**src/rtl/tdm_demux4.sv**
```systemverilog
// tdm_demux4: 1:4 time-division demultiplexer.
//
// Takes a serialized stream of lane samples (order I0, I1, I2, I3). A rotating
// 2-bit channel counter steers each accepted sample into its lane register.
// When lane 3 is written, all four lanes are published together in `frame`.
//
// Optional feature: define TDM_DEMUX4_EXT_SEL_EN to add the `sel` port.
// The lane then comes from `sel` instead of the counter.
//
// Ports:
//   clk        in   clock; all state updates on the rising edge
//   rst        in   synchronous active-high reset; wins over all other inputs
//   en         in   block enable; low freezes all state
//   din        in   W-bit serialized sample
//   din_valid  in   din carries a sample this cycle
//   sync       in   start-of-frame marker; forces the sample to lane 0
//   sel        in   2-bit external lane select (TDM_DEMUX4_EXT_SEL_EN only)
//   y0..y3     out  lane holding registers
//   y_strobe   out  one-cycle per-lane write strobe, bit k = lane k
//   frame      out  {y0,y1,y2,y3} snapshot taken on frame completion
//   frame_done out  one-cycle pulse when frame updates
//   chan       out  lane the next sample goes to
module tdm_demux4 #(
  parameter int unsigned W = 1
) (
  input  logic           clk,
  input  logic           rst,
  input  logic           en,
  input  logic [W-1:0]   din,
  input  logic           din_valid,
  input  logic           sync,
`ifdef TDM_DEMUX4_EXT_SEL_EN
  input  logic [1:0]     sel,
`endif
  output logic [W-1:0]   y0,
  output logic [W-1:0]   y1,
  output logic [W-1:0]   y2,
  output logic [W-1:0]   y3,
  output logic [3:0]     y_strobe,
  output logic [4*W-1:0] frame,
  output logic           frame_done,
  output logic [1:0]     chan
);

  logic [W-1:0]   lane_q [4];
  logic [3:0]     strobe_q;
  logic [4*W-1:0] frame_q;
  logic           frame_done_q;
  logic [1:0]     chan_q;

  logic           acc;
  logic [1:0]     lane;

  always_comb begin
    acc = en & din_valid;
`ifdef TDM_DEMUX4_EXT_SEL_EN
    lane = sync ? 2'd0 : sel;
`else
    lane = sync ? 2'd0 : chan_q;
`endif
  end

  always_ff @(posedge clk) begin
    if (rst) begin
      for (int i = 0; i < 4; i++) begin
        lane_q[i] <= '0;
      end
      strobe_q     <= 4'b0000;
      frame_q      <= '0;
      frame_done_q <= 1'b0;
      chan_q       <= 2'd0;
    end else begin
      // Strobes are pulses: they drop in any cycle without an accept, even with en low.
      strobe_q     <= acc ? (4'b0001 << lane) : 4'b0000;
      frame_done_q <= acc && (lane == 2'd3);
      if (acc) begin
        lane_q[lane] <= din;
        chan_q       <= lane + 2'd1;
        if (lane == 2'd3) begin
          // Take din directly: lane_q[3] only holds it from the next cycle.
          frame_q <= {lane_q[0], lane_q[1], lane_q[2], din};
        end
      end
    end
  end

  assign y0         = lane_q[0];
  assign y1         = lane_q[1];
  assign y2         = lane_q[2];
  assign y3         = lane_q[3];
  assign y_strobe   = strobe_q;
  assign frame      = frame_q;
  assign frame_done = frame_done_q;
  assign chan       = chan_q;

endmodule

```
**config.mk**
```make
export PLATFORM = sky130hd
export DESIGN_NAME = tdm_demux4
export DESIGN_NICKNAME = d
export VERILOG_FILES = /design/src/rtl/tdm_demux4.sv
export SDC_FILE = /design/constraint.sdc
export NUM_CORES = 1
export LEC_CHECK = 0
export CAP_MARGIN = 20
export CELL_PAD_IN_SITES_DETAIL_PLACEMENT = 0
export CELL_PAD_IN_SITES_GLOBAL_PLACEMENT = 1
export CORE_UTILIZATION = 31
export CTS_CLUSTER_DIAMETER = 40
export DETAILED_ROUTE_END_ITERATION = 6
export PLACE_DENSITY = 0.76
export SLEW_MARGIN = 20
export SYNTH_ARGS = -nofsm -noshare
export SYNTH_HDL_FRONTEND = slang
export SYNTH_SLANG_ARGS = --single-unit
```
**constraint.sdc**
```tcl
create_clock -name clk -period 1.24 [get_ports clk]
set_input_delay 0.248 -clock clk [delete_from_list [all_inputs] [get_ports clk]]
set_output_delay 0.248 -clock clk [all_outputs]
set_load 0.005 [all_outputs]
```
=== Yosys cells after proc, flatten, opt, wreduce, memory -nomap -nowiden ===
Memory sizes are Yosys's and may differ from the RTL's.
Cells that the tools add are included.

* Register bits after elaboration: 11
* Memory bits (writable): 4
* Word-level logic and storage cells: 23
* Output and inout port bits: 15
* Memories kept: 1

{| class="wikitable"
|+ Memory list
! memory !! depth !! width !! read ports !! clocked after Yosys merged registers in !! wr ports !! RTL line !! source
|-
| lane_q || 4 || 1 || 4 || 0 || 4 || 45 || <nowiki>logic [W-1:0] lane_q [4];</nowiki>
|}

* Multiplexer cells: 9
* Shift-type cells: 1
* Equal/unequal tests: 1
* Reductions and logical operators: 4
* Add/subtract/negate cells: 1
* Bitwise logic cells: 2

{| class="wikitable"
|+ Operators by type and width
! operator !! number
|-
| $mux W1 || 7
|-
| $mux W2 || 2
|-
| $shl A1 B2 Y4 const A || 1
|-
| $add A2 B1 Y2 const B || 1
|-
| $eq A2 B2 Y1 const B || 1
|-
| $reduce_and A2 Y1 || 1
|-
| $reduce_or A2 Y1 || 1
|-
| $and A1 B1 Y1 || 1
|-
| $logic_and A1 B1 Y1 || 1
|-
| $not A1 Y1 || 1
|-
| $reduce_or A1 Y1 || 1
|}

=== Depth between registers and ports, before layout ===
* Depth after elaboration: 6
* Depth in mapped cells: 5
* Depth with buffers taken out: 4

=== Worst setup path after synthesis ===
Ideal clock, no wire load.

* Kind: flip-flop to flip-flop
* Start point: register chan_q[0] (netlist: chan[0])
* End point: register frame_q[0] (netlist: frame[0])
* Cell stages (with the launch flop): 6
* Period minus slack after synthesis: 1.280 ns
* Setup slack: -0.040 ns
* Data arrival time: 1.209 ns
* Path buffers: 1
* Setup time: 0.072 ns
* Required time: 1.168 ns
* Path through: dfxtp_1 -> nor2b_1 -> ha_1 -> and3_4 -> buf_6 -> mux2i_1

* Cells in the longest elaborated chain, start to end: 3

{| class="wikitable"
|+ RTL lines
! what !! RTL line !! source
|-
| start, declared || 49 || <nowiki>logic [1:0] chan_q;</nowiki>
|-
| start signal, assigned || 78 || <nowiki>chan_q <= lane + 2'd1;</nowiki>
|-
| $mux W2 || 59 || <nowiki>lane = sync ? 2'd0 : chan_q;</nowiki>
|-
| net lane[0] || 52 || <nowiki>logic [1:0] lane;</nowiki>
|-
| $eq A2 B2 Y1 || 79 || <nowiki>if (lane == 2'd3) begin</nowiki>
|-
| $reduce_and A2 Y1 (no source line) || n/a ||
|-
| end signal, assigned || 81 || <nowiki>frame_q <= {lane_q[0], lane_q[1], lane_q[2], din};</nowiki>
|-
| end, declared || 47 || <nowiki>logic [4*W-1:0] frame_q;</nowiki>
|}

The timed path passes the listed nets, and every way through them passes these cells.
A chain may end at the register's enable or synchronous reset.

==> metrics.md <==
| Metric | Value |
|---|---|
| Status | complete, no violations |
| Initial antenna violation count | 0 |
| Diodes inserted | 0 |
| Pin count of the biggest net entering global routing | 10 |
| Worst Path Required | 0.99 ns |
| Syn Nets | 67 |
| Site Rows | 16 |
| Final hold vios | 0 |
| Min-Delay Path Class | register to register |
| Reg-to-Reg Start | chan[0] |
| Number of I/O pins | 21 |
| Peak VDD IR | 0.449 mV |
| WS Path Type | register to primary output |
| Multi-input gate area | 340 um2 |
| Area contributors post-synth | dfxtp_1, edfxtp_1, nand2b_1 |
| RePlAce Congestion | 0.751 |
| Initial detailed-routing violation count | 5 |
| Max-cap violations | 0 |
| Non-Filler Instances | 122 |
| Die area | 2430 um2 |
| Number of synthesis warnings | 0 |
| Die height | 49.3 um |
| CTS tree | yes |
| Synth cell types | 22 |
| Register area share after synthesis | 49.1% |
| Maximum fanout along the worst path | 2 |
| Capture point of the worst reg-to-reg path | lane_q[3] |
| Critical Path Start | lane_q[1] |
| Max incr delay on CP | 0.39 ns |
| CP Capture Type | primary output |
| Commonest non-fill, non-tap cell in the layout | dlygate4sd2_1 |
| Initial Util | 34.3% |
| R2r worst-path depth | 3 |
| Slew @ Worst Pin | 0.309 ns |
| Yosys top cell area share | 31.8% |
| Core area | 2020 um2 |
| Cell accounting for the most synthesized area | dfxtp_1 |
| Worst Path Buf+Inv | 1 |
| Htree depth | 1 |
| Hold slack | 0.473 ns |
| Final min period | 1.19 ns |
| Layout cells sized above 1 | 36.8% |
| Leak | 0.458 nW |
| Hold path start | frame[1] |
| IO buf count | 20 |
| Drt via density | 4.47 |
| Die X | 49.3 um |
| Layout Nets | 103 |
| Clock Sinks | 15 |
| Reg clk slew, reported paths | 0.10 ns |
| First-pass GRT wire length | 2.15 mm |
| Placed insts | 114 |
| Unrepaired setup endpoints after global routing | no |
| Clock root buffer | clkbuf_4 |
| Post-Syn Instances | 60 |
| Period utilization | 96.2% |
| Final setup viols | 0 |
| Commonest non-fill, non-tap cells in the layout | dlygate4sd2_1, buf_4, nand2b_1 |
| Total iterations of the first detailed-routing run | 4 |
| Reg2reg setup slack | 0.08 ns |
| DRT antenna net count | 0 |
| Worst skew pair latency | 0.29 ns |
| Startpoint Class | register |
| Hold depth | 2 |
| Area growth syn-to-layout | 51.4% |
| Routed length per placed instance | 11.0 um |
| Vias in the first global route | 513 |
| Routed WL | 1.34 mm |
| Pwr Density | 886 nW/um2 |
| Synth Cell Area | 693 um2 |
| Fin. max-slew vios | 0 |
| Worst slew margin | 79.4% |
| F_max | 838 MHz |
| Delay-heaviest family, CP | flip-flops |
| Global Route Usage Sum | 11.8% |
| Crit path cell chain | dlygate4sd2_1 |
| Hold path endpoint | frame[1] |
| Post-DP HPWL | 1.00 mm |
| Sequential Area | 348 um2 |
| Total CTS buffers | 3 |
| # fillers | 203 |
| Syn Area/Cell | 11.6 um2 |
| Deepest clock path buffer count | 2 |
| Grt ovf | 0 |
| Slowest CP cell | edfxtp_1 |
| Drt drc | 0 |
| Seq cells post-synth | 15 |
| Clk_skew | 0.00639 ns |
| Crit path DAT | 0.94 ns |
| DR vias | 545 |
## timing repair
item                                    4_1_cts  5_1_grt
endpoints found under the setup margin       22        8
buffers inserted                              5        1
pin swaps                                     0        1
resized for setup                            25        5
hold buffers                                  0        0
## state kept, by name (all words and copies together), names as in the netlist
name        cells
frame           4
y_strobe        4
frame_done      1
chan            2
lane_q          4
## Yosys cell counts, drive strengths merged
library cell and n:
clkbuf 1, ha 1, a41o 1, inv 2, nor3 3, buf 3, and3 1, a21bo 1
nor4bb 1, mux2i 4, edfxtp 4, nand4bb 1, o21ba 1, a21oi 2, nand2b 10, dfxtp 11
nand3 1, o21bai 3, a311oi 1, nor2 5, nor2b 2, nand3b 1
## per-stage QoR
stage | setup slack, ns | cell area (um2) | setup TNS (ns) | util [%] | power [W]
finish | 0.0470 | 1050 | 0 | 51.9 | 0.000930
global route | 0.00661 | 1050 | 0 | 51.9 | 0.000974
CTS | -0.00613 | 1040 | -0.0101 | 51.3 | 0.000942
detailed placement | -0.358 | 980 | -4.69 | 48.5 | 0.000657
global placement | -0.314 | 980 | -4.30 | 48.5 | 0.000656
floorplan | 0.0137 | 701 | 0 | - | 0.000591
## final cells by class
class / count / share of cell area (%)
timing repair buffer: 35 / 27.9
clock inverter: 1 / 0.477
sequential: 15 / 33.1
inverter: 2 / 0.715
clock buffer: 3 / 2.15
tap: 27 / 3.22
multi-input combinational: 39 / 32.4
## report_power, final
part	switching, W	internal [W]	total (W)
clock network	0.000164	0.000120	0.000283
registers	0.00000633	0.000513	0.000520
logic	0.0000527	0.0000739	0.000127
total	0.000223	0.000707	0.000930
## metal layers
metal	up-vias	global-route usage [%]	routed length, um
li1	279	-	-
met2	17	19.2	608
met3	4	3.43	91
met5	-	0	0
met1	245	14.0	594
met4	0	5.88	46
## logic make-up after synthesis
| logic type | count (synthesis) | synth area share, % |
|---|---|---|
| flip-flops | 15 | 49.1 |
| buffers and inverters | 6 | 6.50 |
| AO/OA/AOI/OAI | 9 | 10.5 |
| adder cells (fa/ha/maj) | 1 | 1.80 |
| AND/OR/NAND/NOR | 25 | 26.4 |
| multiplexers | 4 | 5.78 |
## worst max-delay path by stage
stage / slack, ns / to / depth (start not counted)
CTS: -0.006 / frame[3] / 5
finish: 0.05 / y1 / 1
detailed placement: -0.36 / frame[2] / 5
global route: 0.007 / y0 / 1
global placement: -0.31 / frame[2] / 5
floorplan: 0.01 / frame[0] / 5
Power figures use the tool's default switching activity.
